--- src/rtl/load_store_unit_pkg.sv ---
// Shared types for the load/store unit: opcode bit positions, FSM states,
// decoded-operation struct and bus lane helpers.
package load_store_unit_pkg;

   localparam int LSI_LB  = 7;
   localparam int LSI_LH  = 6;
   localparam int LSI_LW  = 5;
   localparam int LSI_LBU = 4;
   localparam int LSI_LHU = 3;
   localparam int LSI_SB  = 2;
   localparam int LSI_SH  = 1;
   localparam int LSI_SW  = 0;

   typedef enum logic [1:0] {S_IDLE, S_REQ, S_RESP, S_DONE} state_e;
   typedef enum logic [1:0] {SZ_B, SZ_H, SZ_W} size_e;

   typedef struct packed {
      logic  store;
      logic  sgn;
      size_e size;
   } op_t;

   function automatic int lane_w(input int bus_w);
      return $clog2(bus_w / 8);
   endfunction

   // Highest set bit of the one-hot select wins.
   function automatic op_t decode_op(input logic [7:0] lsi);
      op_t op;
      op.store = 1'b0;
      op.sgn   = 1'b0;
      op.size  = SZ_B;
      if (lsi[LSI_LB]) begin
         op.sgn = 1'b1;
      end else if (lsi[LSI_LH]) begin
         op.sgn  = 1'b1;
         op.size = SZ_H;
      end else if (lsi[LSI_LW]) begin
         op.size = SZ_W;
      end else if (lsi[LSI_LBU]) begin
         op.size = SZ_B;
      end else if (lsi[LSI_LHU]) begin
         op.size = SZ_H;
      end else if (lsi[LSI_SB]) begin
         op.store = 1'b1;
      end else if (lsi[LSI_SH]) begin
         op.store = 1'b1;
         op.size  = SZ_H;
      end else if (lsi[LSI_SW]) begin
         op.store = 1'b1;
         op.size  = SZ_W;
      end
      return op;
   endfunction

endpackage

--- src/rtl/load_store_unit_if.sv ---
// Memory-bus handshake between the load/store unit (master) and memory (slave).
interface load_store_unit_if #(
   parameter int BUS_W  = 32,
   parameter int ADDR_W = 32
);
   logic              bus_req_o;
   logic              bus_we_o;
   logic [ADDR_W-1:0] bus_addr_o;
   logic [BUS_W/8-1:0] bus_be_o;
   logic [BUS_W-1:0]  bus_wdata_o;
   logic              bus_gnt_i;
   logic              bus_rvalid_i;
   logic              bus_err_i;
   logic [BUS_W-1:0]  bus_rdata_i;

   modport master (
      output bus_req_o, bus_we_o, bus_addr_o, bus_be_o, bus_wdata_o,
      input  bus_gnt_i, bus_rvalid_i, bus_err_i, bus_rdata_i
   );

   modport slave (
      input  bus_req_o, bus_we_o, bus_addr_o, bus_be_o, bus_wdata_o,
      output bus_gnt_i, bus_rvalid_i, bus_err_i, bus_rdata_i
   );
endinterface

--- src/rtl/load_store_unit_align.sv ---
// Byte-lane steering: store byte enables and data shift, load lane extraction
// with sign/zero extension. Purely combinational.
module lsu_align
   import load_store_unit_pkg::*;
#(
   parameter int BUS_W = 32
) (
   input  op_t                       op_i,
   input  logic [lane_w(BUS_W)-1:0]  lane_i,
   input  logic [31:0]               wdata_i,
   input  logic [BUS_W-1:0]          rdata_i,
   output logic [BUS_W/8-1:0]        be_o,
   output logic [BUS_W-1:0]          wdata_o,
   output logic [31:0]               rdata_o
);
   localparam int NB = BUS_W / 8;
   localparam int LW = lane_w(BUS_W);

   logic [NB-1:0]    be_base;
   logic [BUS_W-1:0] wd_mask;
   logic [31:0]      rd_sh;
   logic [LW+2:0]    sh;

   always_comb begin
      sh      = {lane_i, 3'b000};
      be_base = '0;
      wd_mask = '0;
      case (op_i.size)
         SZ_B: begin
            be_base[0]    = 1'b1;
            wd_mask[7:0]  = wdata_i[7:0];
         end
         SZ_H: begin
            be_base[1:0]  = 2'b11;
            wd_mask[15:0] = wdata_i[15:0];
         end
         default: begin
            be_base[3:0]  = 4'hF;
            wd_mask[31:0] = wdata_i;
         end
      endcase
      be_o    = be_base << lane_i;
      wdata_o = wd_mask << sh;
      rd_sh   = 32'(rdata_i >> sh);
      case (op_i.size)
         SZ_B:    rdata_o = {{24{op_i.sgn & rd_sh[7]}}, rd_sh[7:0]};
         SZ_H:    rdata_o = {{16{op_i.sgn & rd_sh[15]}}, rd_sh[15:0]};
         default: rdata_o = rd_sh;
      endcase
   end

endmodule

--- src/rtl/load_store_unit.sv ---
// Memory-stage load/store unit: accepts one operation at a time, runs the bus
// handshake with grant/response timeouts and pulses done_o for one cycle.
module load_store_unit
   import load_store_unit_pkg::*;
#(
   parameter int BUS_W   = 32,
   parameter int ADDR_W  = 32,
   parameter int TIMEOUT = 255
) (
   input  logic              clk,
   input  logic              rst,
   input  logic              valid_i,
   input  logic [7:0]        load_store_info_i,
   input  logic [ADDR_W-1:0] mem_addr_i,
   input  logic [31:0]       mem_write_data_i,
   output logic [31:0]       mem_read_data_o,
   output logic              stall_o,
   output logic              done_o,
   output logic              misalign_o,
   output logic              bus_err_o,
   load_store_unit_if.master bus
);
   localparam int         LW       = lane_w(BUS_W);
   localparam int         NB       = BUS_W / 8;
   localparam logic [7:0] TMO_LAST = 8'(TIMEOUT - 1);

   state_e            state_q;
   op_t               op_q, op_d;
   logic [ADDR_W-1:0] addr_q;
   logic [31:0]       wdata_q, rdata_q, rd_ext;
   logic [7:0]        cnt_q;
   logic              req_q, we_q, done_q, misal_q, err_q;
   logic              mem_op, misal_d;
   logic [NB-1:0]     be;
   logic [BUS_W-1:0]  wd_lane;

   assign mem_op  = valid_i && (load_store_info_i != 8'd0);
   assign op_d    = decode_op(load_store_info_i);
   assign misal_d = (op_d.size == SZ_H && mem_addr_i[0]) ||
                    (op_d.size == SZ_W && mem_addr_i[1:0] != 2'b00);

   lsu_align #(.BUS_W(BUS_W)) u_align (
      .op_i    (op_q),
      .lane_i  (addr_q[LW-1:0]),
      .wdata_i (wdata_q),
      .rdata_i (bus.bus_rdata_i),
      .be_o    (be),
      .wdata_o (wd_lane),
      .rdata_o (rd_ext)
   );

   always_ff @(posedge clk or posedge rst) begin
      if (rst) begin
         state_q <= S_IDLE;
         op_q    <= '0;
         addr_q  <= '0;
         wdata_q <= '0;
         cnt_q   <= '0;
         req_q   <= 1'b0;
         we_q    <= 1'b0;
         done_q  <= 1'b0;
         misal_q <= 1'b0;
         err_q   <= 1'b0;
         rdata_q <= '0;
      end else begin
         // Completion flags and load data live for the DONE cycle only.
         done_q  <= 1'b0;
         misal_q <= 1'b0;
         err_q   <= 1'b0;
         rdata_q <= '0;
         case (state_q)
            S_IDLE: if (mem_op) begin
               op_q    <= op_d;
               addr_q  <= mem_addr_i;
               wdata_q <= mem_write_data_i;
               cnt_q   <= '0;
               if (misal_d) begin
                  state_q <= S_DONE;
                  done_q  <= 1'b1;
                  misal_q <= 1'b1;
               end else begin
                  state_q <= S_REQ;
                  req_q   <= 1'b1;
                  we_q    <= op_d.store;
               end
            end
            S_REQ: begin
               if (bus.bus_gnt_i) begin
                  req_q <= 1'b0;
                  we_q  <= 1'b0;
                  cnt_q <= '0;
                  if (bus.bus_err_i || op_q.store) begin
                     state_q <= S_DONE;
                     done_q  <= 1'b1;
                     err_q   <= bus.bus_err_i;
                  end else begin
                     state_q <= S_RESP;
                  end
               end else if (cnt_q == TMO_LAST) begin
                  req_q   <= 1'b0;
                  we_q    <= 1'b0;
                  state_q <= S_DONE;
                  done_q  <= 1'b1;
                  err_q   <= 1'b1;
               end else begin
                  cnt_q <= cnt_q + 8'd1;
               end
            end
            S_RESP: begin
               if (bus.bus_rvalid_i) begin
                  state_q <= S_DONE;
                  done_q  <= 1'b1;
                  err_q   <= bus.bus_err_i;
                  rdata_q <= bus.bus_err_i ? 32'd0 : rd_ext;
               end else if (cnt_q == TMO_LAST) begin
                  state_q <= S_DONE;
                  done_q  <= 1'b1;
                  err_q   <= 1'b1;
               end else begin
                  cnt_q <= cnt_q + 8'd1;
               end
            end
            default: state_q <= S_IDLE;
         endcase
      end
   end

   // Gated by rst so a pending operation cannot hold the pipe during reset.
   assign stall_o = !rst && ((state_q == S_IDLE && mem_op) ||
                             state_q == S_REQ || state_q == S_RESP);

   assign done_o          = done_q;
   assign misalign_o      = misal_q;
   assign bus_err_o       = err_q;
   assign mem_read_data_o = rdata_q;

   assign bus.bus_req_o   = req_q;
   assign bus.bus_we_o    = we_q;
   assign bus.bus_addr_o  = req_q ? {addr_q[ADDR_W-1:LW], {LW{1'b0}}} : '0;
   assign bus.bus_be_o    = req_q ? be : '0;
   assign bus.bus_wdata_o = (req_q && we_q) ? wd_lane : '0;

endmodule

--- src/flat_wrapper.sv ---
// flat-port wrapper written by rule: the top's interface ports become plain ports
module load_store_unit_flat import load_store_unit_pkg::*;
#(
   parameter int BUS_W   = 32,
   parameter int ADDR_W  = 32,
   parameter int TIMEOUT = 255
)
  (clk, rst, valid_i, load_store_info_i, mem_addr_i, mem_write_data_i, mem_read_data_o, stall_o, done_o, misalign_o, bus_err_o, bus_bus_req_o, bus_bus_we_o, bus_bus_addr_o, bus_bus_be_o, bus_bus_wdata_o, bus_bus_gnt_i, bus_bus_rvalid_i, bus_bus_err_i, bus_bus_rdata_i);
  load_store_unit_if #(.BUS_W(BUS_W), .ADDR_W(ADDR_W)) bus_i ();
  input  logic clk;
  input  logic rst;
  input  logic valid_i;
  input  logic [7:0] load_store_info_i;
  input  logic [ADDR_W-1:0] mem_addr_i;
  input  logic [31:0] mem_write_data_i;
  output logic [31:0] mem_read_data_o;
  output logic stall_o;
  output logic done_o;
  output logic misalign_o;
  output logic bus_err_o;
  output wire logic [$bits(bus_i.bus_req_o)-1:0] bus_bus_req_o;
  output wire logic [$bits(bus_i.bus_we_o)-1:0] bus_bus_we_o;
  output wire logic [$bits(bus_i.bus_addr_o)-1:0] bus_bus_addr_o;
  output wire logic [$bits(bus_i.bus_be_o)-1:0] bus_bus_be_o;
  output wire logic [$bits(bus_i.bus_wdata_o)-1:0] bus_bus_wdata_o;
  input wire logic [$bits(bus_i.bus_gnt_i)-1:0] bus_bus_gnt_i;
  input wire logic [$bits(bus_i.bus_rvalid_i)-1:0] bus_bus_rvalid_i;
  input wire logic [$bits(bus_i.bus_err_i)-1:0] bus_bus_err_i;
  input wire logic [$bits(bus_i.bus_rdata_i)-1:0] bus_bus_rdata_i;
  assign bus_bus_req_o = bus_i.bus_req_o;
  assign bus_bus_we_o = bus_i.bus_we_o;
  assign bus_bus_addr_o = bus_i.bus_addr_o;
  assign bus_bus_be_o = bus_i.bus_be_o;
  assign bus_bus_wdata_o = bus_i.bus_wdata_o;
  assign bus_i.bus_gnt_i = bus_bus_gnt_i;
  assign bus_i.bus_rvalid_i = bus_bus_rvalid_i;
  assign bus_i.bus_err_i = bus_bus_err_i;
  assign bus_i.bus_rdata_i = bus_bus_rdata_i;
  load_store_unit #(.BUS_W(BUS_W), .ADDR_W(ADDR_W), .TIMEOUT(TIMEOUT)) u_core (.clk(clk), .rst(rst), .valid_i(valid_i), .load_store_info_i(load_store_info_i), .mem_addr_i(mem_addr_i), .mem_write_data_i(mem_write_data_i), .mem_read_data_o(mem_read_data_o), .stall_o(stall_o), .done_o(done_o), .misalign_o(misalign_o), .bus_err_o(bus_err_o), .bus(bus_i));
endmodule
--- config.mk ---
export PLATFORM = sky130hd
export DESIGN_NAME = load_store_unit_flat
export DESIGN_NICKNAME = d
export VERILOG_FILES = /design/src/rtl/load_store_unit_pkg.sv /design/src/rtl/load_store_unit_if.sv /design/src/rtl/load_store_unit_align.sv /design/src/rtl/load_store_unit.sv /design/src/flat_wrapper.sv
export SDC_FILE = /design/constraint.sdc
export NUM_CORES = 1
export LEC_CHECK = 0
export CORE_MARGIN = 2
export CORE_UTILIZATION = 45
export CTS_CLUSTER_DIAMETER = 150
export CTS_CLUSTER_SIZE = 30
export DETAILED_ROUTE_END_ITERATION = 10
export GPL_TIMING_DRIVEN = 0
export PLACE_DENSITY = 0.79
export SYNTH_ARGS = -nofsm -noshare
export SYNTH_HDL_FRONTEND = slang
export SYNTH_HIERARCHICAL = 1
export SYNTH_SLANG_ARGS = --single-unit
export TNS_END_PERCENT = 5
--- constraint.sdc ---
create_clock -name clk -period 4.35 [get_ports clk]
set_input_delay 0.87 -clock clk [delete_from_list [all_inputs] [get_ports clk]]
set_output_delay 0.87 -clock clk [all_outputs]
set_load 0.05 [all_outputs]
# Word level (Yosys, flattened, before mapping)
# Index checks and enable logic that the tools add are counted.
[word_totals]
register_bits = 115
in_bits = 110
[classes]
add_sub_neg = 1
eq_ne = 10
shifts = 3
n_mux = 61
bitwise_logic = 2
reduce_logical = 21
[op_table]
columns = ["op", "count"]
rows = [
  ["32-bit two-way mux", 5],
  ["32-bit case mux with 2 select lines", 1],
  ["8-bit two-way mux", 5],
  ["32-bit by 5-bit left shift with 32-bit output", 1],
  ["32-bit by 5-bit right shift with 32-bit output", 1],
  ["1-bit two-way mux", 28],
  ["2-bit two-way mux", 14],
  ["8-bit case mux with 3 select lines", 1],
  ["16-bit two-way mux", 1],
  ["8-bit by 1-bit adder with 8-bit output (second input constant)", 1],
  ["8-bit equality test (second input constant)", 1],
  ["8-bit nonzero test", 1],
  ["2-bit by 1-bit equality test with 1-bit output (second input constant)", 3],
  ["1-bit logical AND", 6],
  ["1-bit case mux with 2 select lines", 3],
  ["2-bit case mux with 3 select lines", 1],
  ["2-bit equality test (second input constant)", 2],
  ["2-bit logical NOT", 2],
  ["1-bit logical OR", 4],
  ["4-bit two-way mux", 1],
  ["2-bit != test (second input constant)", 2],
  ["4-bit AND reduction", 1],
  ["2-bit nonzero test", 2],
  ["4-bit by 2-bit left shift with 4-bit output", 1],
  ["9 further kinds", 10],
]

# Longest topological paths before layout
[depth]
word_depth = 14
depth_mapped = 8
mapped_depth_nobuf = 7

# Cells and area by module
# The synthesis kept the hierarchy.
[modules_own_cells]
columns = ["module", "n_inst", "cells_each", "area_per_inst_um2"]
rows = [
  ["load_store_unit", 1, 427, 5126.2],
  ["lsu_align", 1, 229, 1440.1],
]

# Worst setup path after synthesis
# Ideal clock, no wire load.
[synth_path]
kind = "input -> output"
startpoint = "input port load_store_info_i[4]"
endpoint = "output port stall_o"
arrival_time_ns = 2.404
required_time_ns = 3.480
setup_slack_ns = 1.076
cell_stages = 5
path_buffers = 2
cell_sequence = "or4_4 -> o311ai_4 -> buf_6 -> buf_2 -> a21oi_1"
[synth_between]
elab_chain_len = 6
[synth_lines]
columns = ["element", "line_no", "source"]
rows = [
  ["start: declaration", "flat_wrapper.sv:13", "input logic [7:0] load_store_info_i;"],
  ["8-bit nonzero test", "load_store_unit.sv:37", "assign mem_op = valid_i && (load_store_info_i != 8'd0);"],
  ["1-bit logical AND", "load_store_unit.sv:37", ""],
  ["1-bit logical AND", "load_store_unit.sv:129", "assign stall_o = !rst && ((state_q == S_IDLE && mem_op) ||"],
  ["1-bit logical OR", "load_store_unit.sv:129", ""],
  ["1-bit logical OR", "load_store_unit.sv:130", "state_q == S_REQ || state_q == S_RESP);"],
  ["1-bit logical AND", "load_store_unit.sv:129", ""],
  ["end: declaration", "flat_wrapper.sv:17", "output logic stall_o;"],
]
# Every way passes these cells.

# Worst setup path after layout
# Ends and elaborated chain as after synthesis.

==> impl_metrics.tcl <==
set metrics [dict create \
    cts_setup_buffers 0 \
    synth.distinct_cells 56 \
    leakagePower_uw 0.00412 \
    critPathSlowestCell "or4_4" \
    clock_skew_ns 0.00852 \
    wl_per_cell_um 18.2 \
    pwr-share-clk_pct 22.4 \
    first_pass_iters 5 \
    cts.path.max_buffers 2 \
    worstMarginPinSlew_ns 0.974 \
    comb_power_share_pct 52.5 \
    numCtsBuffers 17 \
    holdBufCountCts 0 \
    whs_ns 0.491 \
    swShare_pct 42.6 \
    pwr-share-seq_pct 25.2 \
    rows 44 \
    vdd_drop_max_mv 0.332 \
    yosysSeqAreaShare_pct 43.8 \
    synth.avg_cell_area_um2 10.0 \
    routed_wl_um 19800 \
    relSlewSlack_pct 34.4 \
    seq_area_um2 2880 \
    grt-ovfl-total 0 \
    die_x_um 125 \
    diodes 0 \
    dieArea_um2 15600 \
    grt_max_degree 64 \
    drv_slew 0 \
    period_needed_ns 4.13 \
    cp.buffers_inverters 4 \
    grt_use_total_pct 25.7 \
    setup.worst_path.start_class "primary input" \
    io_pins 216 \
    die_y_um 125 \
    synthToLayoutAreaGrowth_pct 46.3 \
    final_layout_size_suffix_gt1_share_pct 12.0 \
    syn_area_um2 6570 \
    power_density_nw_per_um2 713 \
    cp_data_required_time_ns 3.48 \
    cts_tree "done" \
    clk_root_buffer_cell "clkbuf_16" \
    hold_class "flip-flop to flip-flop" \
    path_class "primary input to output port" \
    ys_seq_elements 115 \
    grt_pass1_wl_um 31500 \
    cts_htree_levels 4 \
    grt_pass1_vias 6018 \
    final_nets 1007 \
    max-cap-violations 0 \
    max_freq_mhz 242 \
    drtIter0Drc 429 \
    io_buffers 213 \
    layoutNonFillerInstCount 1087 \
    critPathTopFamily "buffers and inverters" \
    synthArstFlopShare_pct 100 \
    insertion_delay_ns 0.41 \
    status "completed" \
    clk_pin_slew_ns 0.05 \
    antenna_found_initial 0 \
    synthCells 656 \
    synth-main-ff-cell "dfrtp_1" \
    dp.cells 1055 \
    synth.yosys.warnings 6 \
    via_per_inst 5.50 \
    finalCritPeriodShare_pct 94.9 \
    dp.final_hpwl_um 14500 \
    nFillCells 1164 \
    synth_edf_count 0 \
    gp_congestion 0.917 \
    hold_viol_final 0 \
    critPathMaxStageDelay_ns 0.59 \
    cts.sinks 115 \
    crit_chain "clkdlybuf4s50_1, or4_4, o311ai_4, buf_6, buf_2, a21oi_1, dlygate4sd2_1" \
    worst_slack_ns 0.221 \
    grt_setup_unrepaired "false" \
    multi_input_area_um2 3300 \
    start_util_pct 45.7 \
    finalSetupViolCount 0 \
    arrival_ns 3.26 \
    power.internal_uw 3930 \
    p_sw_uw 2910 \
    worstPathMaxFanout 10 \
    core-area_um2 14400 \
    ant_nets 0 \
    critPathCaptureType "output port" \
    drcViolationCount 0 \
    vias 5975 \
    dpl_worst_slack_ns -0.0867 \
]
## layer usage
| metal | track usage (%) | wire [um] | part of all wire (%) |
|---|---|---|---|
| met1 | 32.7 | 8310 | 42 |
| met2 | 43.0 | 9780 | 50 |
| met3 | 4.55 | 1090 | 5.5 |
| met4 | 11.4 | 578 | 2.9 |
| met5 | 0 | 0 | 0 |
## final cells by class
cell class              count  area share, %
multi-input cells         463           34.4
repair buffers            214           22.5
well taps                 184           2.40
clock buffers              23           4.87
inverters                  25           1.03
flip-flops and latches    115           30.0
plain buffers              54           3.09
clock inverters             9           1.84
## cell families after synthesis
logic type / after synthesis / synth area share [%]
fa+ha+maj: 7 / 1.33
mux: 83 / 14.1
buf+inv: 79 / 5.95
flops: 115 / 43.8
other cells: 1 / 0.0571
compound gates: 153 / 16.3
simple gates: 218 / 18.5
## sequential cells by signal, summed over array words and instances, names as in the netlist, 2 cells and up
name and flops:
u_core/cnt_q 8, u_core/mem_read_data_o 32, u_core/op_q 4, u_core/wdata_q 32, u_core/state_q 2, u_core/addr_q 32
## power groups by stage
stage                     Combinational (uW)  Sequential (uW)  Clock [uW]
after floorplan                         2460             1730           0
after global placement                  3500             1710           0
after detailed placement                3560             1730           0
after CTS                               3580             1720        1560
after global routing                    3850             1760        1600
final                                   3590             1720        1530
## per-stage QoR
| step | utilization (%) | setup TNS, ns | power [uW] | instance area, um2 |
|---|---|---|---|---|
| global route | 66.9 | 0 | 7210 | 9610 |
| detailed placement | 62.4 | -0.0867 | 5290 | 8960 |
| global placement | 62.2 | -150.48 | 5210 | 8930 |
| finish | 66.9 | 0 | 6850 | 9610 |
| CTS | 66.9 | 0 | 6850 | 9610 |
| floorplan | - | 0 | 4200 | 6570 |
## timing repair
item,4_1_cts,5_1_grt
hold endpoints to repair,0,0
gates resized for setup,1,0
setup endpoints to repair,1,0
## worst paths after layout
path / startpoint / end / slack, ns / depth (start not counted)
min in group asynchronous: rst / u_core/bus_err_o$_DFF_PP0_ / 0.91 / 2
worst max register to register: u_core/state_q[1]$_DFFE_PP0P_ / u_core/cnt_q[0]$_DFFE_PP0P_ / 1.86 / 7
worst max-delay path: load_store_info_i[4] / stall_o / 0.22 / 7
worst min-delay path: u_core/wdata_q[26]$_DFFE_PP0P_ / u_core/wdata_q[26]$_DFFE_PP0P_ / 0.49 / 1
worst min register to register: u_core/wdata_q[26]$_DFFE_PP0P_ / u_core/wdata_q[26]$_DFFE_PP0P_ / 0.49 / 1
max in group asynchronous: rst / u_core/mem_read_data_o[22]$_DFF_PP0_ / 2.76 / 3
## cell usage after synthesis, drive strengths merged, types with 3 or more instances
cell type	instances	area, um2
inv	25	93.8
a21oi	23	115
and3	34	213
a31o	8	70.1
a211oi	8	60.1
o21a	6	45.0
nor3	13	65.1
o2bb2ai	8	70.1
o21ai	53	265
dfrtp	115	2880
buf	29	203
mux2i	18	180
nor2	16	60.1
o31ai	5	37.5
nor2b	23	144
a31oi	4	25.0
and2	74	463
nand2b	4	25.0
nand2	42	158
ha	7	87.6
clkbuf	25	93.8
a22o	4	35.0
mux2	64	721
o22ai	8	93.8
a32oi	8	70.1
or2	3	18.8
## layout by cell type (no fill, tap or decap), types with 3 or more instances in the layout
cell	count
a211oi_1	8
a21oi_1	23
a22o_1	4
a31o_1	7
a31oi_1	4
a32oi_1	8
and2_1	74
and3_1	34
buf_1	3
buf_2	12
buf_4	7
buf_6	7
bufinv_16	5
clkbuf_1	29
clkbuf_16	17
clkdlybuf4s50_1	212
dfrtp_1	115
ha_1	7
inv_1	24
mux2_1	29
mux2_2	35
mux2i_1	18
nand2_1	42
nand2b_1	4
nor2_1	16
nor2b_1	23
nor3_1	13
o21a_1	6
o21ai_0	50
o21ai_1	3
o22ai_2	7
o2bb2ai_1	8
o31ai_1	5
or2_2	3
Note: power is estimated with default switching activity, not from simulation.
